--- src/rtl/usb_control_cpu_mul_pkg.sv ---
// Shared types for the usb_control CPU multiply/shift pipe.
// Op encoding, default widths and the first-stage control record.
package usb_control_cpu_mul_pkg;

  localparam int DEF_DATA_W = 32;
  localparam int DEF_SH_W   = 5;

  typedef enum logic [1:0] {
    OP_MUL = 2'd0,
    OP_SHL = 2'd1,
    OP_SHR = 2'd2,
    OP_ROL = 2'd3
  } mul_op_e;

  // hi = take the upper half of the product (MUL hi, or SHR with a non-zero amount)
  typedef struct packed {
    logic    valid;
    mul_op_e op;
    logic    hi;
  } stage_ctl_t;

endpackage

--- src/rtl/usb_control_cpu_mul_shift_pipe_if.sv ---
// Operand/result handshake bundle between execute (producer) and writeback (consumer).
// Both sides: a beat transfers on a rising edge where valid && ready; valid holds and payload stays stable until then.
interface usb_control_cpu_mul_shift_pipe_if
  import usb_control_cpu_mul_pkg::*;
#(
  parameter int DATA_W = DEF_DATA_W
);
  logic              in_valid;
  logic              in_ready;
  mul_op_e           in_op;
  logic              in_hi;
  logic              in_src1_sgn;
  logic              in_src2_sgn;
  logic [DATA_W-1:0] in_src1;
  logic [DATA_W-1:0] in_src2;
  logic              out_valid;
  logic              out_ready;
  logic [DATA_W-1:0] out_result;

  modport master (
    output in_valid, in_op, in_hi, in_src1_sgn, in_src2_sgn, in_src1, in_src2, out_ready,
    input  in_ready, out_valid, out_result
  );

  modport slave (
    input  in_valid, in_op, in_hi, in_src1_sgn, in_src2_sgn, in_src1, in_src2, out_ready,
    output in_ready, out_valid, out_result
  );
endinterface

--- src/rtl/usb_control_cpu_mul_core.sv ---
// Registered signed (DATA_W+1)x(DATA_W+1) multiplier with load enable.
// Callers pre-extend operands so one signed array covers signed and unsigned forms.
module usb_control_cpu_mul_core #(
  parameter int DATA_W = 32
) (
  input  logic                  clk,
  input  logic                  reset_n,
  input  logic                  en,
  input  logic [DATA_W:0]       a,
  input  logic [DATA_W:0]       b,
  output logic [2*DATA_W+1:0]   p
);
  logic signed [2*DATA_W+1:0] a_w;
  logic signed [2*DATA_W+1:0] b_w;

  assign a_w = $signed({{(DATA_W+1){a[DATA_W]}}, a});
  assign b_w = $signed({{(DATA_W+1){b[DATA_W]}}, b});

  always_ff @(posedge clk or negedge reset_n) begin
    if (!reset_n)  p <= '0;
    else if (en)   p <= a_w * b_w;
  end
endmodule

--- src/rtl/usb_control_cpu_mul_shift_pipe.sv ---
// Pipelined multiply/shift unit; shifts reuse the multiplier via a 2^n operand.
// USB_CPU_MUL_HIGH_EN: when defined, MUL honours in_hi and the upper product half is carried.
module usb_control_cpu_mul_shift_pipe
  import usb_control_cpu_mul_pkg::*;
#(
  parameter int DATA_W      = DEF_DATA_W,
  parameter int PIPE_STAGES = 2,
  parameter int SH_W        = $clog2(DATA_W)
) (
  input  logic clk,
  input  logic reset_n,
  input  logic flush,
  usb_control_cpu_mul_shift_pipe_if.slave bus
);
  localparam logic [DATA_W:0] ONE = {{DATA_W{1'b0}}, 1'b1};

  logic                   stall, adv, accept;
  logic [SH_W-1:0]        sh;
  logic                   sh_zero;
  logic [DATA_W:0]        a_ext, b_ext;
  logic                   hi_sel;
  logic [2*DATA_W+1:0]    prod;
  logic [1:0]             unused_prod_top;
  logic [DATA_W-1:0]      p_lo, p_hi, res;
  stage_ctl_t             s1_q;
  logic [PIPE_STAGES:2]   v_q;
  logic [DATA_W-1:0]      d_q [2:PIPE_STAGES];

  // Whole pipe freezes on a blocked output; flush still clears valids and keeps in_ready up.
  assign stall        = bus.out_valid && !bus.out_ready;
  assign adv          = !stall;
  assign bus.in_ready = adv || flush;
  assign accept       = bus.in_valid && bus.in_ready;

  assign sh      = bus.in_src2[SH_W-1:0];
  assign sh_zero = (sh == '0);

  // SHR is src1 * 2^(DATA_W-sh) read from the high half; sh=0 takes src1*1 from the low half.
  always_comb begin
    a_ext  = {1'b0, bus.in_src1};
    b_ext  = '0;
    hi_sel = 1'b0;
    case (bus.in_op)
      OP_MUL: begin
        a_ext = {bus.in_src1_sgn & bus.in_src1[DATA_W-1], bus.in_src1};
        b_ext = {bus.in_src2_sgn & bus.in_src2[DATA_W-1], bus.in_src2};
`ifdef USB_CPU_MUL_HIGH_EN
        hi_sel = bus.in_hi;
`endif
      end
      OP_SHR: begin
        a_ext  = {bus.in_src1_sgn & bus.in_src1[DATA_W-1], bus.in_src1};
        b_ext  = sh_zero ? ONE : (ONE << (DATA_W - int'(sh)));
        hi_sel = !sh_zero;
      end
      default: b_ext = ONE << sh;
    endcase
  end

`ifndef USB_CPU_MUL_HIGH_EN
  logic unused_hi;
  assign unused_hi = bus.in_hi;
`endif

  usb_control_cpu_mul_core #(.DATA_W(DATA_W)) u_core (
    .clk     (clk),
    .reset_n (reset_n),
    .en      (adv),
    .a       (a_ext),
    .b       (b_ext),
    .p       (prod)
  );

  always_ff @(posedge clk or negedge reset_n) begin
    if (!reset_n)   s1_q       <= '0;
    else if (flush) s1_q.valid <= 1'b0;
    else if (adv)   s1_q       <= '{valid: accept, op: bus.in_op, hi: hi_sel};
  end

  assign unused_prod_top = prod[2*DATA_W+1:2*DATA_W];
  assign p_lo            = prod[DATA_W-1:0];
`ifdef USB_CPU_MUL_HIGH_EN
  assign p_hi = prod[2*DATA_W-1:DATA_W];
`else
  // Products are kept to DATA_W bits; only shift ops need the upper half.
  assign p_hi = (s1_q.op != OP_MUL) ? prod[2*DATA_W-1:DATA_W] : '0;
`endif

  always_comb begin
    res = s1_q.hi ? p_hi : p_lo;
    if (s1_q.op == OP_ROL) res = p_lo | p_hi;
  end

  always_ff @(posedge clk or negedge reset_n) begin
    if (!reset_n) begin
      v_q <= '0;
      for (int i = 2; i <= PIPE_STAGES; i++) d_q[i] <= '0;
    end else begin
      if (flush) begin
        v_q <= '0;
      end else if (adv) begin
        v_q[2] <= s1_q.valid;
        for (int i = 3; i <= PIPE_STAGES; i++) v_q[i] <= v_q[i-1];
      end
      if (adv) begin
        d_q[2] <= res;
        for (int i = 3; i <= PIPE_STAGES; i++) d_q[i] <= d_q[i-1];
      end
    end
  end

  assign bus.out_valid  = v_q[PIPE_STAGES];
  assign bus.out_result = d_q[PIPE_STAGES];
endmodule
--- src/flat_wrapper.sv ---
// flat-port wrapper written by rule: the top's interface ports become plain ports
module usb_control_cpu_mul_shift_pipe_flat import usb_control_cpu_mul_pkg::*;
#(
  parameter int DATA_W      = DEF_DATA_W,
  parameter int PIPE_STAGES = 2,
  parameter int SH_W        = $clog2(DATA_W)
)
  (clk, reset_n, flush, bus_in_valid, bus_in_op, bus_in_hi, bus_in_src1_sgn, bus_in_src2_sgn, bus_in_src1, bus_in_src2, bus_out_ready, bus_in_ready, bus_out_valid, bus_out_result);
  usb_control_cpu_mul_shift_pipe_if #(.DATA_W(DATA_W)) bus_i ();
  input  logic clk;
  input  logic reset_n;
  input  logic flush;
  input wire logic [$bits(bus_i.in_valid)-1:0] bus_in_valid;
  input wire logic [$bits(bus_i.in_op)-1:0] bus_in_op;
  input wire logic [$bits(bus_i.in_hi)-1:0] bus_in_hi;
  input wire logic [$bits(bus_i.in_src1_sgn)-1:0] bus_in_src1_sgn;
  input wire logic [$bits(bus_i.in_src2_sgn)-1:0] bus_in_src2_sgn;
  input wire logic [$bits(bus_i.in_src1)-1:0] bus_in_src1;
  input wire logic [$bits(bus_i.in_src2)-1:0] bus_in_src2;
  input wire logic [$bits(bus_i.out_ready)-1:0] bus_out_ready;
  output wire logic [$bits(bus_i.in_ready)-1:0] bus_in_ready;
  output wire logic [$bits(bus_i.out_valid)-1:0] bus_out_valid;
  output wire logic [$bits(bus_i.out_result)-1:0] bus_out_result;
  assign bus_i.in_valid = bus_in_valid;
  assign bus_i.in_op = bus_in_op;
  assign bus_i.in_hi = bus_in_hi;
  assign bus_i.in_src1_sgn = bus_in_src1_sgn;
  assign bus_i.in_src2_sgn = bus_in_src2_sgn;
  assign bus_i.in_src1 = bus_in_src1;
  assign bus_i.in_src2 = bus_in_src2;
  assign bus_i.out_ready = bus_out_ready;
  assign bus_in_ready = bus_i.in_ready;
  assign bus_out_valid = bus_i.out_valid;
  assign bus_out_result = bus_i.out_result;
  usb_control_cpu_mul_shift_pipe #(.DATA_W(DATA_W), .PIPE_STAGES(PIPE_STAGES), .SH_W(SH_W)) u_core (.clk(clk), .reset_n(reset_n), .flush(flush), .bus(bus_i));
endmodule
--- config.mk ---
export PLATFORM = sky130hd
export DESIGN_NAME = usb_control_cpu_mul_shift_pipe_flat
export DESIGN_NICKNAME = d
export VERILOG_FILES = /design/src/rtl/usb_control_cpu_mul_pkg.sv /design/src/rtl/usb_control_cpu_mul_shift_pipe_if.sv /design/src/rtl/usb_control_cpu_mul_core.sv /design/src/rtl/usb_control_cpu_mul_shift_pipe.sv /design/src/flat_wrapper.sv
export SDC_FILE = /design/constraint.sdc
export NUM_CORES = 2
export LEC_CHECK = 0
export BUFFER_PORTS_ARGS = -buffer_cell sky130_fd_sc_hd__buf_2
export CAP_MARGIN = 20
export CELL_PAD_IN_SITES_DETAIL_PLACEMENT = 0
export CELL_PAD_IN_SITES_GLOBAL_PLACEMENT = 1
export CORE_MARGIN = 2
export CORE_UTILIZATION = 45
export CTS_BUF_LIST = sky130_fd_sc_hd__clkbuf_4
export CTS_CLUSTER_DIAMETER = 30
export DETAILED_ROUTE_END_ITERATION = 8
export MAX_ROUTING_LAYER = met4
export PLACE_DENSITY = 0.77
export RECOVER_POWER = 100
export SYNTH_ARGS = -nofsm -noshare
export SYNTH_HDL_FRONTEND = slang
export SYNTH_SLANG_ARGS = --single-unit
--- constraint.sdc ---
create_clock -name clk -period 1.95 [get_ports clk]
set_clock_uncertainty 0.1 [all_clocks]
set_input_delay 0.2925 -clock clk [delete_from_list [all_inputs] [get_ports clk]]
set_output_delay 0.2925 -clock clk [all_outputs]
set_load 0.02 [all_outputs]
==> flow_summary.ini <==
[status]
status = finished with violations
violations = setup timing

[layout]
mostFrequentLayoutCell = fa_1
most-common-layout-cells = fa_1, inv_1, nand2_1
area_growth_pct = 23.9
nets = 6748
drive_above_1_share = 0.235

[min_path]
hold_path_class = in2reg

[sta]
setup_viol = 79
setup-tns-final_ns = -358.30
holdWs_ns = 0.136
fmaxAchievable_mhz = 117
fin_ws_ns = -6.58
worst-slew-pin-transition_ns = 0.901
relSlewSlack = 0.396
slew_viol_final = 0
hold_violations = 0
fin_crit_ns = 8.53
finalCritPeriodShare = 4.37
rsz0062_at_grt = yes

[critical_path]
critPathKind = in2reg
crit_path_frequent_cell = fa_1
start_kind = input port
crit_path_top_delay_cell = fa_1
arrival_ns = 8.76
required_ns = 2.18
critPathTopFamily = adder cells
cp_max_fo = 7
cpPeakStageDelay_ns = 0.55
worst-path-buf-inv = 11
endpoint_kind = flop

[clock_tree]
cts_tree = built
clockBufferDepth = 2
ctsRootBufferMaster = clkbuf_4
htree_levels = 3
clk_latency_ns = 0.45
cts_sinks = 101
clkTransAtPathRegs_ns = 0.14
cts_buffers = 9

[die]
die_w_microns = 315
fp.dieH_microns = 315
rows = 113
core_sq_mm = 0.0953
die_area_sq_mm = 0.0990
start_util = 0.456
ioPinCount = 108

[synth]
synth-simple-area-share = 0.168
synth-seq-cells = 101
yosysSeqAreaShare = 0.0582
syn-cell-area_sq_mm = 0.0434
synth-compound-area-share = 0.0570
synth_warnings = 0
synth_area_per_cell_sq_um = 9.14
syn-instance-count = 4751
synth-main-ff-cell = dfrtp_1
ys_types = 85
synth_edf_count = 0
async_reset_ff_frac = 1.00
synth.area.mux_share = 0.00144
synth-xor-area-share = 0.0137
synthesis.nets = 6165
synthAdderAreaFrac = 0.581
synth_top_family_by_area = adder cells

[place]
portBuffers = 106
dpl.hpwl_mm = 109
place.gp.congestion = 0.939

[detailed_routing]
totalWireLength_mm = 130
ant_nets = 0
drc = 0
via_per_inst = 5.11
wl_per_cell_microns = 19.7
detail_route.first_pass.iterations = 7
drt_first_iter_violations = 1929
vias = 33700

[global_route]
grt_start_max_net_pins = 50
antenna_found_initial = 1
grt_pass1_wl_mm = 205
grt_pass1_vias = 37000
overflow = 0
grt_util_all_layers = 0.276

[job]
max-cap-violations = 0
==> cells by family after synthesis <==
kind of cell,count (synthesis)
flops,101
mux,6
compound gates,377
xor+xnor,68
fa+ha+maj,1341
buf+inv,1358
simple gates,1500
==> through the flow <==
step / util / instance area (sq um) / cells / setup WS, ns
final: 0.565 / 53800 / 6605 / -6.58
after global routing: 0.565 / 53800 / 6604 / -6.79
after CTS: 0.546 / 52000 / 6543 / -6.49
after detailed placement: 0.529 / 50400 / 6478 / -7.36
after global placement: 0.529 / 50400 / 6478 / -7.24
after floorplan: - / 44000 / 4751 / -6.59
==> what timing repair did <==
item | CTS | global route
gates cloned | 9 | 6
hold endpoints to repair | 35 | 0
buffers inserted | 40 | 63
hold buffers | 3 | 0
resized for setup | 211 | 281
setup endpoints to repair | 65 | 66
pin swaps | 83 | 228
==> worst min-delay path, stage by stage <==
cell and delay [ns]:
buf_2 0.12, buf_4 0.13, nand3_1 0.06, nand2_1 0.05
==> final timing paths <==
check / start / endpoint / slack, ns / cells after the start
worst max-delay path: bus_in_src2[1] / u_core.u_core.p[59]$_DFFE_PN0N_ / -6.58 / 36
worst min-delay path: bus_in_op[1] / u_core.s1_q[0]$_DFFE_PN0P_ / 0.14 / 4
worst max register to register: u_core.bus.out_valid$_DFFE_PN0N_ / u_core.s1_q[3]$_DFFE_PN0N_ / -0.22 / 4
worst min register to register: u_core.u_core.p[6]$_DFFE_PN0N_ / u_core.u_core.p[6]$_DFFE_PN0N_ / 0.39 / 2
max in group asynchronous: reset_n / u_core.u_core.p[59]$_DFFE_PN0N_ / 0.27 / 3
min in group asynchronous: reset_n / u_core.u_core.p[10]$_DFFE_PN0N_ / 0.40 / 2
==> synth_stat cells, types with 19 or more instances <==
master	number	area (sq um)
ha_1	215	2690
a21o_1	22	165
o21ai_0	60	300
nor3_1	19	95.1
nand3_1	20	100
xor2_1	27	236
and2_1	507	3170
dfrtp_1	101	2530
clkbuf_1	224	841
fa_1	1125	22500
a211oi_1	25	188
a21oi_1	132	661
nor2_1	213	800
and3_1	29	181
a221oi_1	36	315
nand2_1	639	2400
xnor2_1	41	359
inv_1	1088	4080
buf_2	27	135
==> registers in the layout (all words and copies together), names as in the netlist <==
register	cells
u_core.u_core.p	64
u_core.bus.out_result	32
u_core.s1_q	4
u_core.bus.out_valid	1
==> cell type report <==
type                            count  area, sq um
Sequential cell                   101         2530
Multi-Input combinational cell   3292        37900
Antenna cell                        1         2.50
Tap cell                         1265         1580
Clock inverter                      6         30.0
Fill cell                        8508        41500
Clock buffer                       10         75.1
Timing Repair Buffer              842         7610
Inverter                         1088         4080
==> layer usage <==
metal | vias to the layer above | GRT usage | share of wire
li1 | 15000 | - | -
met1 | 17600 | 0.348 | 0.41
met2 | 827 | 0.473 | 0.51
met3 | 260 | 0.0268 | 0.045
met4 | 0 | 0.0787 | 0.039
met5 | - | - | 0
Power is not shown: default switching activity piles up to over one toggle a cycle in this logic, so the estimate is an artifact.
